File: config.mk
export PLATFORM = sky130hd
export DESIGN_NAME = fp_add_subt_unit
export DESIGN_NICKNAME = d
export VERILOG_FILES = /design/src/rtl/fp_add_subt_pkg.sv /design/src/rtl/fp_lzd_27.sv /design/src/rtl/fp_add_subt_unit.sv
export SDC_FILE = /design/constraint.sdc
export NUM_CORES = 1
export LEC_CHECK = 0
export BUFFER_PORTS_ARGS = -buffer_cell sky130_fd_sc_hd__buf_4
export CORE_MARGIN = 8
export CORE_UTILIZATION = 58
export CTS_BUF_LIST = sky130_fd_sc_hd__clkbuf_8
export CTS_CLUSTER_DIAMETER = 100
export CTS_CLUSTER_SIZE = 14
export DETAILED_ROUTE_END_ITERATION = 10
export PLACE_DENSITY = 0.86
export SLEW_MARGIN = 20
export SYNTH_ARGS = -nofsm -noshare
export SYNTH_HDL_FRONTEND = slang
export SYNTH_HIERARCHICAL = 1
export SYNTH_SLANG_ARGS = --single-unit
File: constraint.sdc
create_clock -name clk -period 3.68 [get_ports clk]
set_input_delay 0.552 -clock clk [delete_from_list [all_inputs] [get_ports clk]]
set_output_delay 0.552 -clock clk [all_outputs]
set_load 0.1 [all_outputs]
File: src/rtl/fp_add_subt_pkg.sv
// rtl/fp_add_subt_pkg.sv - shared constants, state encoding and unpack helper for the fp add/sub unit
package fp_add_subt_pkg;

  localparam int W    = 32;
  localparam int EW   = 8;
  localparam int SW   = 23;
  localparam int BIAS = (1 << (EW - 1)) - 1;
  localparam int EMAX = 2 * BIAS + 1;
  localparam int GRS  = 3;
  localparam int MW   = 1 + SW + GRS;

  localparam logic [W-1:0] QNAN    = 32'h7FC00000;
  localparam logic [W-1:0] POS_INF = 32'h7F800000;

  typedef enum logic [2:0] {
    S_IDLE  = 3'd0,
    S_LOAD  = 3'd1,
    S_ALIGN = 3'd2,
    S_ADD   = 3'd3,
    S_NORM  = 3'd4,
    S_ROUND = 3'd5,
    S_DONE  = 3'd6
  } state_t;

  // Working significand with hidden bit and empty G/R/S; zero exponent means flushed zero.
  function automatic logic [MW-1:0] sig_of(input logic [W-2:0] mag);
    return (|mag[W-2:SW]) ? {1'b1, mag[SW-1:0], {GRS{1'b0}}} : '0;
  endfunction

endpackage

File: src/rtl/fp_lzd_27.sv
// rtl/fp_lzd_27.sv - leading-zero count of a 27-bit significand (27 when all zero)
module fp_lzd_27 (
  input  logic [26:0] i_sig,
  output logic [4:0]  o_lz
);

  always_comb begin
    o_lz = 5'd27;
    for (int i = 0; i < 27; i++) begin
      if (i_sig[i]) o_lz = 5'(26 - i);
    end
  end

endmodule

File: src/rtl/fp_add_subt_unit.sv
// rtl/fp_add_subt_unit.sv - multi-cycle single-precision adder/subtractor with beg/ready/ack handshake
module fp_add_subt_unit
  import fp_add_subt_pkg::*;
(
  input  logic         clk,
  input  logic         reset,
  input  logic         beg_add_subt,
  input  logic         ack_add_subt,
  input  logic         op_add_subt,
  input  logic [W-1:0] Data_X,
  input  logic [W-1:0] Data_Y,
  output logic         ready_add_subt,
  output logic [W-1:0] result_add_subt,
  output logic         overflow_flag,
  output logic         underflow_flag
);

  localparam logic signed [EW+1:0] EXP_MAX = (EW+2)'(EMAX);

  state_t r_state, w_next;

  logic [W-1:0]         r_x, r_y;
  logic                 r_op;
  logic                 r_sa, r_sb;
  logic [EW-1:0]        r_ea, r_eb;
  logic [MW-1:0]        r_ma, r_mb;
  logic                 r_special;
  logic [W-1:0]         r_special_val;
  logic [MW:0]          r_sum;
  logic [MW-1:0]        r_m;
  logic signed [EW+1:0] r_exp;
  logic                 r_zero;
  logic [W-1:0]         r_result;
  logic                 r_ovf, r_unf;

  always_ff @(posedge clk or negedge reset) begin
    if (!reset) r_state <= S_IDLE;
    else        r_state <= w_next;
  end

  always_comb begin
    w_next = r_state;
    case (r_state)
      S_IDLE:  if (beg_add_subt) w_next = S_LOAD;
      S_LOAD:  w_next = S_ALIGN;
      S_ALIGN: w_next = S_ADD;
      S_ADD:   w_next = S_NORM;
      S_NORM:  w_next = S_ROUND;
      S_ROUND: w_next = S_DONE;
      S_DONE:  if (ack_add_subt) w_next = S_IDLE;
      default: w_next = S_IDLE;
    endcase
  end

  logic         w_xs, w_ys, w_x_nan, w_y_nan, w_x_inf, w_y_inf, w_swap;
  logic [W-2:0] w_x_mag, w_y_mag, w_a_mag, w_b_mag;
  logic         w_special;
  logic [W-1:0] w_special_val;

  assign w_xs    = r_x[W-1];
  assign w_ys    = r_y[W-1] ^ r_op;
  assign w_x_nan = (&r_x[W-2:SW]) && (|r_x[SW-1:0]);
  assign w_y_nan = (&r_y[W-2:SW]) && (|r_y[SW-1:0]);
  assign w_x_inf = (&r_x[W-2:SW]) && !(|r_x[SW-1:0]);
  assign w_y_inf = (&r_y[W-2:SW]) && !(|r_y[SW-1:0]);
  assign w_x_mag = (|r_x[W-2:SW]) ? r_x[W-2:0] : '0;
  assign w_y_mag = (|r_y[W-2:SW]) ? r_y[W-2:0] : '0;
  assign w_swap  = w_y_mag > w_x_mag;
  assign w_a_mag = w_swap ? w_y_mag : w_x_mag;
  assign w_b_mag = w_swap ? w_x_mag : w_y_mag;

  always_comb begin
    w_special     = 1'b1;
    w_special_val = QNAN;
    if (w_x_nan || w_y_nan)     w_special_val = QNAN;
    else if (w_x_inf && w_y_inf) w_special_val = (w_xs == w_ys) ? {w_xs, POS_INF[W-2:0]} : QNAN;
    else if (w_x_inf)            w_special_val = {w_xs, POS_INF[W-2:0]};
    else if (w_y_inf)            w_special_val = {w_ys, POS_INF[W-2:0]};
    else                         w_special     = 1'b0;
  end

  // Alignment: bits shifted out below S collapse into S so rounding stays exact.
  logic [EW-1:0] w_de;
  logic [MW-1:0] w_mb_al;

  assign w_de = r_ea - r_eb;

  always_comb begin
    w_mb_al = r_mb >> w_de;
    if (w_de >= EW'(MW))
      w_mb_al = {{(MW-1){1'b0}}, |r_mb};
    else
      w_mb_al[0] = w_mb_al[0] | (|(r_mb & ~({MW{1'b1}} << w_de)));
  end

  logic [4:0]           w_lz;
  logic [MW-1:0]        w_m_n;
  logic signed [EW+1:0] w_exp_n;

  fp_lzd_27 u_lzd (
    .i_sig (r_sum[MW-1:0]),
    .o_lz  (w_lz)
  );

  always_comb begin
    if (r_sum[MW]) begin
      w_m_n   = {r_sum[MW:2], |r_sum[1:0]};
      w_exp_n = {2'b00, r_ea} + (EW+2)'(1);
    end else begin
      w_m_n   = r_sum[MW-1:0] << w_lz;
      w_exp_n = {2'b00, r_ea} - {{(EW-3){1'b0}}, w_lz};
    end
  end

  logic                 w_round_up, w_sign, w_ovf, w_unf;
  logic [SW+1:0]        w_mant;
  logic signed [EW+1:0] w_exp_r;
  logic [SW-1:0]        w_frac_r;
  logic [W-1:0]         w_res;

  assign w_round_up = r_m[GRS-1] & (r_m[GRS-2] | r_m[0] | r_m[GRS]);
  assign w_mant     = {1'b0, r_m[MW-1:GRS]} + {{(SW+1){1'b0}}, w_round_up};
  assign w_exp_r    = r_exp + {{(EW+1){1'b0}}, w_mant[SW+1]};
  assign w_frac_r   = w_mant[SW+1] ? w_mant[SW:1] : w_mant[SW-1:0];
  assign w_sign     = r_zero ? (r_sa & r_sb) : r_sa;

  always_comb begin
    w_res = {w_sign, w_exp_r[EW-1:0], w_frac_r};
    w_ovf = 1'b0;
    w_unf = 1'b0;
    if (r_special) begin
      w_res = r_special_val;
    end else if (r_zero) begin
      w_res = {w_sign, {(W-1){1'b0}}};
    end else if (w_exp_r >= EXP_MAX) begin
      w_res = {w_sign, POS_INF[W-2:0]};
      w_ovf = 1'b1;
    end else if (w_exp_r[EW+1] || (w_exp_r == '0)) begin
      w_res = {w_sign, {(W-1){1'b0}}};
      w_unf = 1'b1;
    end
  end

  always_ff @(posedge clk or negedge reset) begin
    if (!reset) begin
      r_x           <= '0;
      r_y           <= '0;
      r_op          <= 1'b0;
      r_sa          <= 1'b0;
      r_sb          <= 1'b0;
      r_ea          <= '0;
      r_eb          <= '0;
      r_ma          <= '0;
      r_mb          <= '0;
      r_special     <= 1'b0;
      r_special_val <= '0;
      r_sum         <= '0;
      r_m           <= '0;
      r_exp         <= '0;
      r_zero        <= 1'b0;
      r_result      <= '0;
      r_ovf         <= 1'b0;
      r_unf         <= 1'b0;
    end else begin
      case (r_state)
        S_IDLE: begin
          if (beg_add_subt) begin
            r_x  <= Data_X;
            r_y  <= Data_Y;
            r_op <= op_add_subt;
          end
        end
        S_LOAD: begin
          r_sa          <= w_swap ? w_ys : w_xs;
          r_sb          <= w_swap ? w_xs : w_ys;
          r_ea          <= w_a_mag[W-2:SW];
          r_eb          <= w_b_mag[W-2:SW];
          r_ma          <= sig_of(w_a_mag);
          r_mb          <= sig_of(w_b_mag);
          r_special     <= w_special;
          r_special_val <= w_special_val;
        end
        S_ALIGN: r_mb <= w_mb_al;
        S_ADD: begin
          r_sum <= (r_sa == r_sb) ? ({1'b0, r_ma} + {1'b0, r_mb})
                                  : ({1'b0, r_ma} - {1'b0, r_mb});
        end
        S_NORM: begin
          r_m    <= w_m_n;
          r_exp  <= w_exp_n;
          r_zero <= (r_sum == '0);
        end
        S_ROUND: begin
          r_result <= w_res;
          r_ovf    <= w_ovf;
          r_unf    <= w_unf;
        end
        default: ;
      endcase
    end
  end

  assign ready_add_subt  = (r_state == S_DONE);
  assign result_add_subt = r_result;
  assign overflow_flag   = r_ovf;
  assign underflow_flag  = r_unf;

endmodule

==> metrics.md, run 1 <==
| Metric | Value |
|---|---|
| Status | `complete, but fails checks` |
| Failing checks | `negative hold slack, negative setup slack` |
| WP depth | `13` |
| Startpoint Class | `flop` |
| Commonest non-fill, non-tap cell in the layout | `buf_4` |
| Final GP Congestion | `0.982` |
| Critical path buffer and inverter count | `1` |
| Worst path arrival time | `4310 ps` |
| Clk slew on worst S/H paths | `90 ps` |
| Final clock skew | `36.6 ps` |
| Asr flop ratio synth | `100%` |
| CP max FO | `7` |
| Ys flop type | `dfrtp_1` |
| R2R Setup Slk | `-190 ps` |
| Max stage delay on crit path | `720 ps` |
| Final HPWL DP | `41600 um` |
| Reg2reg start | `r_mb[15]` |
| Syn Area/Cell | `8.80 sq um` |
| Starting Density | `58.9%` |
| Mapped Area | `0.0175 sq mm` |
| Reg2reg path depth | `13` |
| Worst slew pin tran | `949 ps` |
| Vias per cell | `6.37` |
| Root buffer cell | `clkbuf_8` |
| Die X | `189 um` |
| Register area share after synthesis | `34.6%` |
| 1st-pass router iterations | `7` |
| Total CTS buffers | `21` |
| Share of post-route cells with drive strength above 1 | `28.2%` |
| Final Max Tran Viols | `0` |
| CTS tree | `yes` |
| Setup-failing EPs final | `46` |
| H-tree depth | `1` |
| Slew Limit Headroom | `36.8%` |
| Routed WL | `57200 um` |
| Maxcap violations | `0` |
| # DRC | `0` |
| Worst setup path class | `flop to flop` |
| Min Clock Period, post-route | `3870 ps` |
| Worst-path cell chain | `nor4_1, nand3b_1, buf_4, nand2_1, xnor2_1, ha_1, nand2_1, o21ai_0, o21bai_4, a211oi_2, o41a_1, xnor2_1, o21ai_1` |
| Worst hold path type | `primary input to async pin` |
| Largest net degree at the start of global routing | `106` |
| Area Growth Syn to Fin | `22.8%` |
| Fmax | `259 MHz` |
| Syn Nets | `2131` |
| Die Height | `189 um` |
| Fin. Hold Viols | `12` |
| Initial antenna violation count | `0` |
| Worst hold margin | `-49.2 ps` |
| Clk Latency, worst-skew pair | `580 ps` |
| Clock buffer depth | `3` |
| Netlist cell types | `90` |
| Cell Rows | `63` |
| Mapped Cells | `1984` |
| RSZ-0062 raised after global routing | `true` |
| PortBufs | `103` |
| Flops & latches, synth | `241` |
| Antenna Nets Post-Route | `0` |
| Crit. End Element | `flop` |
| NumNets Final | `2400` |
| Fillers | `2211` |
| Setup WS post-layout | `-188 ps` |
| Via Count | `16800` |
| Finished Core Util | `72.3%` |
| Sink Count | `241` |
| CP Data Required Time | `4120 ps` |
| Synth Warn # | `6` |
| EDFF count, synth | `0` |
| Most frequent cells in the layout | `353 x buf_4, 290 x nand2_1, 241 x dfrtp_1` |
| Top delay family on crit path | `simple AND/OR/NAND/NOR gates` |
| Vias in the first global route | `16500` |
| Total gr overflow | `0` |
| First-pass GRT wire length | `87500 um` |
| I/O pin total | `104` |
| Gr usage total | `29.8%` |
| Cts-stage hold buffer count | `0` |
| Diodes inserted | `0` |
| Full die area | `0.0359 sq mm` |
| Final cycle utilization of the critical path | `105%` |
| Slowest library cell on the worst path | `nor4_1` |
| Core box area | `0.0296 sq mm` |
| DRT iter0 DRCs | `1484` |
| Wire per inst | `21.6 um` |
| CP Launch Point | `r_mb[15]` |
==> Yosys cell counts, types with 7 or more instances <==
cell	number	area, sq um
a211oi_1	24	180
a21o_1	20	150
a21oi_1	81	405
a221oi_1	13	114
a31oi_1	15	93.8
and2_1	31	194
and3_1	12	75.1
buf_1	12	45.0
buf_2	15	75.1
clkbuf_1	96	360
dfrtp_1	241	6030
ha_1	75	938
inv_1	64	240
mux2_2	86	968
mux2i_1	132	1320
mux4_2	18	405
nand2_1	295	1110
nand2b_1	15	93.8
nand3_1	35	175
nand4_1	20	125
nor2_1	127	477
nor2b_1	19	119
nor3_1	26	130
nor4_1	36	225
o211ai_1	14	105
o21ai_0	190	951
o21ai_2	11	96.3
o22ai_1	7	43.8
o31ai_1	14	105
or3_1	12	75.1
xnor2_1	53	464
xor2_1	34	298
==> layer usage <==
metal / up-vias / part of all wire [%] / GRT usage, %
met4: 0 / 4.5 / 11.4
li1: 7697 / - / -
met1: 8198 / 40 / 38.0
met2: 752 / 49 / 50.8
met5: - / 0 / 0
met3: 186 / 6.9 / 4.01
==> kinds of logic (layout without fill, tap and decap cells) <==
family	after synthesis	count (layout)	synth area share [%]
muxes	236	236	15.4
AOI/OAI and AO/OA	489	489	18.1
xor gates and xnor gates	87	87	4.37
buffers and inverters	195	464	4.37
adders and majority gates	78	78	5.72
DFF	241	241	34.6
and+or+nand+nor	658	659	17.4
==> flip-flops by register name, summed over array words and instances, names as in the netlist, 8 cells and up <==
register         count
r_x                 32
r_ma                24
r_sum               28
result_add_subt     32
r_exp               10
r_eb                 8
r_m                 27
r_mb                27
r_y                 32
r_ea                 8
==> worst paths after layout <==
kind / to
worst max register to register: r_sum[27]
worst min register to register: r_special_val[30]
max in group asynchronous: result_add_subt[0]
worst min-delay path: result_add_subt[6]
min in group clk: r_x[24]
worst max-delay path: r_sum[27]
==> area by class of cell <==
type / count / area [sq um] / area share (%)
clock buffer: 21 / 289 / 1.35
clock inverter: 3 / 21.3 / 0.0992
inverter: 68 / 260 / 1.21
multi-input combinational: 1549 / 11300 / 53.0
sequential: 241 / 6030 / 28.1
tap: 390 / 488 / 2.28
timing repair buffer: 372 / 2990 / 14.0
==> timing repair <==
action	in CTS	in global routing
endpoints found under the setup margin	46	122
setup buffers	19	29
hold endpoints to repair	0	0
gates cloned	1	4
pin swaps	32	56
resized for setup	44	84
==> worst reg2reg max path, stage by stage, from the launching register on <==
cell	delay (ps)
dfrtp_1	410
nor4_1	720
nand3b_1	370
buf_4	250
nand2_1	70
xnor2_1	70
ha_1	500
nand2_1	140
o21ai_0	180
o21bai_4	200
a211oi_2	110
o41a_1	440
xnor2_1	200
o21ai_1	80
==> metrics by stage <==
stage	cell area (sq um)	TNS, ps	worst slack (ps)	cells
3_5_place_dp	20100	-2140	-272	2572
2_1_floorplan	17600	-163	-79.0	1984
6_report	21400	-1370	-188	2644
5_1_grt	21400	-11420	-291	2644
3_3_place_gp	20100	-237	-88.4	2572
4_1_cts	20800	-476	-88.5	2615
Power of run 1 is not shown: default switching activity piles up to over one toggle a cycle in this logic, so the estimate is an artifact.
==> run 2: changes to the inputs <==
Settings changed: ABC_AREA set to 1, PLACE_DENSITY 0.86 to 0.85, REMOVE_ABC_BUFFERS set to 1.
==> run 2 against run 1 <==
The run ends with design-rule violations, negative setup slack left. Critical endpoint is now result_add_subt[18]. Largest cell class unchanged. Area after synthesis is 4.4% higher. Core utilization is 2.9 points lower. Sequential cell count stayed put.
==> metrics.md, run 2 <==
| Metric | Value |
|---|---|
| Status | `complete, but fails checks` |
| Failing checks | `design-rule violations, negative setup slack` |
| Asr flop ratio synth | `100%` |
| Via Count | `19400` |
| Worst path arrival time | `4210 ps` |
| Clk slew on worst S/H paths | `110 ps` |
| Die X | `193 um` |
| NumNets Final | `2964` |
| Cell Rows | `65` |
| Area Growth Syn to Fin | `18.9%` |
| Worst slew pin tran | `964 ps` |
| Final clock skew | `45.9 ps` |
| H-tree depth | `1` |
| Vias per cell | `6.03` |
| Synth Warn # | `6` |
| Share of post-route cells with drive strength above 1 | `20.1%` |
| Full die area | `0.0374 sq mm` |
| DP Cell Count | `3127` |
| Crit. End Element | `flop` |
| Antenna Nets Post-Route | `0` |
| Cell Count, Final, Fillers Out | `3221` |
| Register area share after synthesis | `33.1%` |
| Largest net degree at the start of global routing | `104` |
| Ys flop type | `dfrtp_1` |
| Flops & latches, synth | `241` |
| Final Max Tran Viols | `0` |
| Most frequent cells in the layout | `659 x nand2_1, 283 x buf_4, 244 x inv_1` |
| Worst setup path class | `flop to flop` |
| CP dominant cell by count | `buf_4` |
| M3 GR Usage | `3.89%` |
| Worst hold path type | `primary input to async pin` |
| Commonest non-fill, non-tap cell in the layout | `nand2_1` |
| Final cycle utilization of the critical path | `102%` |
| Routed WL | `61400 um` |
| Clk Latency, worst-skew pair | `590 ps` |
| Fin. Hold Viols | `0` |
| Max stage delay on crit path | `390 ps` |
| # DRC | `7` |
| Cts-stage hold buffer count | `0` |
| Clock buffer depth | `3` |
| Setup-failing EPs final | `3` |
| Top post-synthesis cells by count | `678 x nand2_1, 250 x o21ai_0, 247 x inv_1` |
| Dominant cell type by area after synthesis | `dfrtp_1` |
| PortBufs | `103` |
| Syn Area/Cell | `6.95 sq um` |
| Starting Density | `58.4%` |
| Most frequent cell after synthesis | `nand2_1` |
| CP Data Required Time | `4130 ps` |
| Setup WS post-layout | `-83.4 ps` |
| Area contributors post-synth | `dfrtp_1 33%, nand2_1 14%, o21ai_0 6.9%, nand3_1 5.5%, ha_1 5.1%` |
| I/O pin total | `104` |
| Slew Limit Headroom | `35.7%` |
| DRT iter0 DRCs | `1779` |
| CP max FO | `2` |
| GRT busiest layer | `met2` |
| Met2 Use GR | `52.9%` |
| Netlist cell types | `64` |
| Initial antenna violation count | `0` |
| Sink Count | `241` |
| Gr usage total | `30.5%` |
| Mapped Area | `0.0182 sq mm` |
| Die Height | `193 um` |
| Startpoint Class | `flop` |
| Final GP Congestion | `1.03` |
| First-pass GRT wire length | `94700 um` |
| CTS tree | `yes` |
| Vias in the first global route | `18400` |
| RSZ-0062 raised after global routing | `true` |
| Met1 Usage GRT | `36.1%` |
| Min Clock Period, post-route | `3760 ps` |
| 1st-pass router iterations | `11` |
| Root buffer cell | `clkbuf_8` |
| Maxcap violations | `0` |
| Core box area | `0.0312 sq mm` |
| Slowest library cell on the worst path | `dfrtp_1` |
| EDFF count, synth | `0` |
| Wire per inst | `19.1 um` |
| Total gr overflow | `0` |
| Top-area cell type share of the netlist area | `33.1%` |
| Diodes inserted | `0` |
| Total CTS buffers | `21` |
| Mapped Cells | `2622` |
| Fmax | `266 MHz` |
| Final HPWL DP | `44600 um` |
==> run 2: cell count changes after synthesis, moves of 33 or more <==
cell,before,now
nand3_1,35,199
nand4_1,20,53
mux2i_1,132,18
nor2_1,127,212
o21ai_0,190,250
a21oi_1,81,138
xnor2_1,53,18
mux2_2,86,29
nand2_1,295,678
inv_1,64,247
==> run 2: per-stage QoR <==
step | instance area (sq um) | hold WS, ps | util, % | worst slack [ps] | setup TNS [ps]
floorplan | 17700 | 256 | - | -1270 | -56490
global placement | 20000 | 454 | 64.1 | -12.9 | -48.2
detailed placement | 20000 | 458 | 64.1 | -161 | -2780
CTS | 20800 | 38.7 | 66.5 | 2.92 | 0
global route | 21700 | 93.4 | 69.4 | -288 | -8210
finish | 21700 | 29.6 | 69.4 | -83.4 | -110
==> run 2: worst paths after layout <==
kind                                    from                   to  slack (ps)  cells past startpoint
setup / recovery                      r_m[3]  result_add_subt[18]         -80                     29
hold / removal                         reset   result_add_subt[3]          30                      1
setup reg to reg                      r_m[3]  result_add_subt[18]         -80                     29
hold reg to reg            r_special_val[30]    r_special_val[30]         480                      1
max in group asynchronous              reset              r_x[27]        2820                      2
min in group clk                   Data_X[6]               r_x[6]         190                      2
==> run 2: cells by family after synthesis <==
kind of cell    synth area share (%)
compound gates                  16.7
xor+xnor                        3.12
flops                           33.1
mux                             2.78
simple gates                    30.2
buf+inv                         8.70
fa+ha+maj                       5.48
==> run 2: area by class of cell <==
type                       instances  area, sq um
multi-input combinational       1986        11400
fill                            2558         9550
sequential                       241         6030
timing repair buffer             301         2410
inverter                         265         1020
tap                              402          503
clock buffer                      21          289
clock inverter                     4         26.3
timing repair inverter             1         7.51
==> run 2: what timing repair did <==
action,4_1_cts,5_1_grt
cloned,1,2
setup buffers,40,30
pin swaps,20,70
gates resized for setup,26,209
setup endpoints to repair,30,77
==> run 2: worst max-delay path: cells and delay by family, from the launching register on <==
family          cells  cell delay, ps
compound gates      2             240
fa+ha+maj           1             140
buf+inv            17            2050
flops               1             390
simple gates        9             820
==> run 2: metal layers <==
layer	wire, um	vias up	share of wire, %
met5	0	-	0
met2	29700	970	48
met3	4260	286	6.9
met4	4080	0	6.6
li1	-	9147	-
met1	23400	9004	38
Power of run 2 is left out for the same reason.
==> run 3: changes to the inputs <==
Settings changed: SETUP_SLACK_MARGIN set to 0.3.
==> run 3 against run 2 <==
The run ends with negative hold slack, negative setup slack left. Final cell count up 2.9%. Worst hold slack worse by 34 ps. Clock skew down 13 ps. Global-route usage up 0.32 points. Routed wire length up 9.8%. Critical endpoint is now result_add_subt[17].
==> metrics.md, run 3 (synthesized netlist as in run 2, its figures left out) <==
| Metric | Value |
|---|---|
| Status | `complete, but fails checks` |
| Failing checks | `negative hold slack, negative setup slack` |
| Final GP Congestion | `1.03` |
| Clock buffer depth | `3` |
| Worst path arrival time | `4300 ps` |
| Worst setup path class | `flop to flop` |
| PortBufs | `103` |
| Share of post-route cells with drive strength above 1 | `28.4%` |
| Max stage delay on crit path | `390 ps` |
| Via Count | `20600` |
| Top delay family on crit path | `simple AND/OR/NAND/NOR gates` |
| Final cycle utilization of the critical path | `103%` |
| Setup-failing EPs final | `23` |
| Final Max Tran Viols | `0` |
| Core box area | `0.0312 sq mm` |
| Reg2reg start | `r_m[3]` |
| Wire length on met2 | `32500 um` |
| # DRC | `0` |
| Worst hold margin | `-4.58 ps` |
| CP dominant cell by count | `nor2_4` |
| Diodes inserted | `0` |
| Antenna Nets Post-Route | `0` |
| Starting Density | `58.4%` |
| Clk slew on worst S/H paths | `110 ps` |
| Maxcap violations | `0` |
| H-tree depth | `1` |
| Startpoint Class | `flop` |
| RSZ-0062 raised after global routing | `true` |
| Routed WL | `67400 um` |
| Cell Rows | `65` |
| Area Growth Syn to Fin | `29.2%` |
| 1st-pass router iterations | `8` |
| M1 WL | `24300 um` |
| CP Launch Point | `r_m[3]` |
| DP Cell Count | `3127` |
| Vias per cell | `6.22` |
| Initial antenna violation count | `0` |
| CP Data Required Time | `4180 ps` |
| Fillers | `2172` |
| Wire per inst | `20.3 um` |
| I/O pin total | `104` |
| DR WL met3 | `5300 um` |
| DRT iter0 DRCs | `2114` |
| Fin. Hold Viols | `8` |
| Critical path buffer and inverter count | `6` |
| Die X | `193 um` |
| Largest net degree at the start of global routing | `104` |
| Slew Limit Headroom | `35.8%` |
| Final HPWL DP | `44600 um` |
| Commonest non-fill, non-tap cell in the layout | `nand2_1` |
| Gr usage total | `30.8%` |
| Dpl ws | `-161 ps` |
| DR top layer | `met4` |
| Root buffer cell | `clkbuf_8` |
| Die Height | `193 um` |
| Worst slew pin tran | `962 ps` |
| Slowest library cell on the worst path | `dfrtp_1` |
| Sink Count | `241` |
| NumNets Final | `3057` |
| Min Clock Period, post-route | `3790 ps` |
| Worst hold path type | `primary input to async pin` |
| Most frequent cells in the layout | `616 x nand2_1, 327 x buf_4, 241 x dfrtp_1` |
| Total CTS buffers | `21` |
| Final clock skew | `32.6 ps` |
| Finished Core Util | `75.4%` |
| Cell Count, Final, Fillers Out | `3314` |
| Clk Latency, worst-skew pair | `600 ps` |
| Full die area | `0.0374 sq mm` |
| CTS tree | `yes` |
| CP max FO | `3` |
| Total gr overflow | `0` |
| First-pass GRT wire length | `95900 um` |
| Crit. End Element | `flop` |
| Fmax | `264 MHz` |
| Setup WS post-layout | `-115 ps` |
| Vias in the first global route | `18700` |
[run 3: cell types whose count changed in the layout (fill, tap and decap cells not counted), sizes merged]
cell / before / now
clkinv: 5 / 6
clkbuf: 22 / 27
buf: 300 / 388
inv: 259 / 257
nor2: 226 / 227
[run 3: worst paths after layout]
check | endpoint | slack [ps] | cells after the start
setup / recovery | result_add_subt[17] | -110 | 28
max in group asynchronous | r_x[27] | 2830 | 2
hold / removal | result_add_subt[3] | -5 | 1
min in group clk | r_x[6] | 180 | 2
setup reg to reg | result_add_subt[17] | -110 | 28
hold reg to reg | r_special_val[30] | 480 | 1
[run 3: stage by stage]
stage,area [sq um],hold slack [ps],TNS (ps)
after floorplan,17700,256,-56490
after global placement,20000,454,-48.2
after detailed placement,20000,458,-2780
after CTS,21300,38.7,0
after global routing,23500,86.0,-9130
final,23500,-4.58,-1550
[run 3: cell type report]
cell class | instances | area [sq um] | share of cell area (%)
multi-input combinational | 1987 | 12200 | 52.0
timing repair buffer | 394 | 3400 | 14.4
sequential | 241 | 6030 | 25.6
clock buffer | 21 | 289 | 1.23
clock inverter | 4 | 26.3 | 0.112
inverter | 265 | 1060 | 4.48
tap | 402 | 503 | 2.14
[run 3: metal layers]
metal	GRT usage, %	vias to the layer above
li1	-	9326
met1	36.2	9697
met5	0	-
met4	18.8	0
met2	53.4	1238
met3	3.89	350
[run 3: timing repair]
action                     CTS  global route
buffers inserted            64            88
pin swaps                   63           145
gates resized for setup    130           431
setup endpoints to repair   64           136
gates cloned                 2             8
hold buffers                 0             0
Power of run 3 is left out for the same reason.
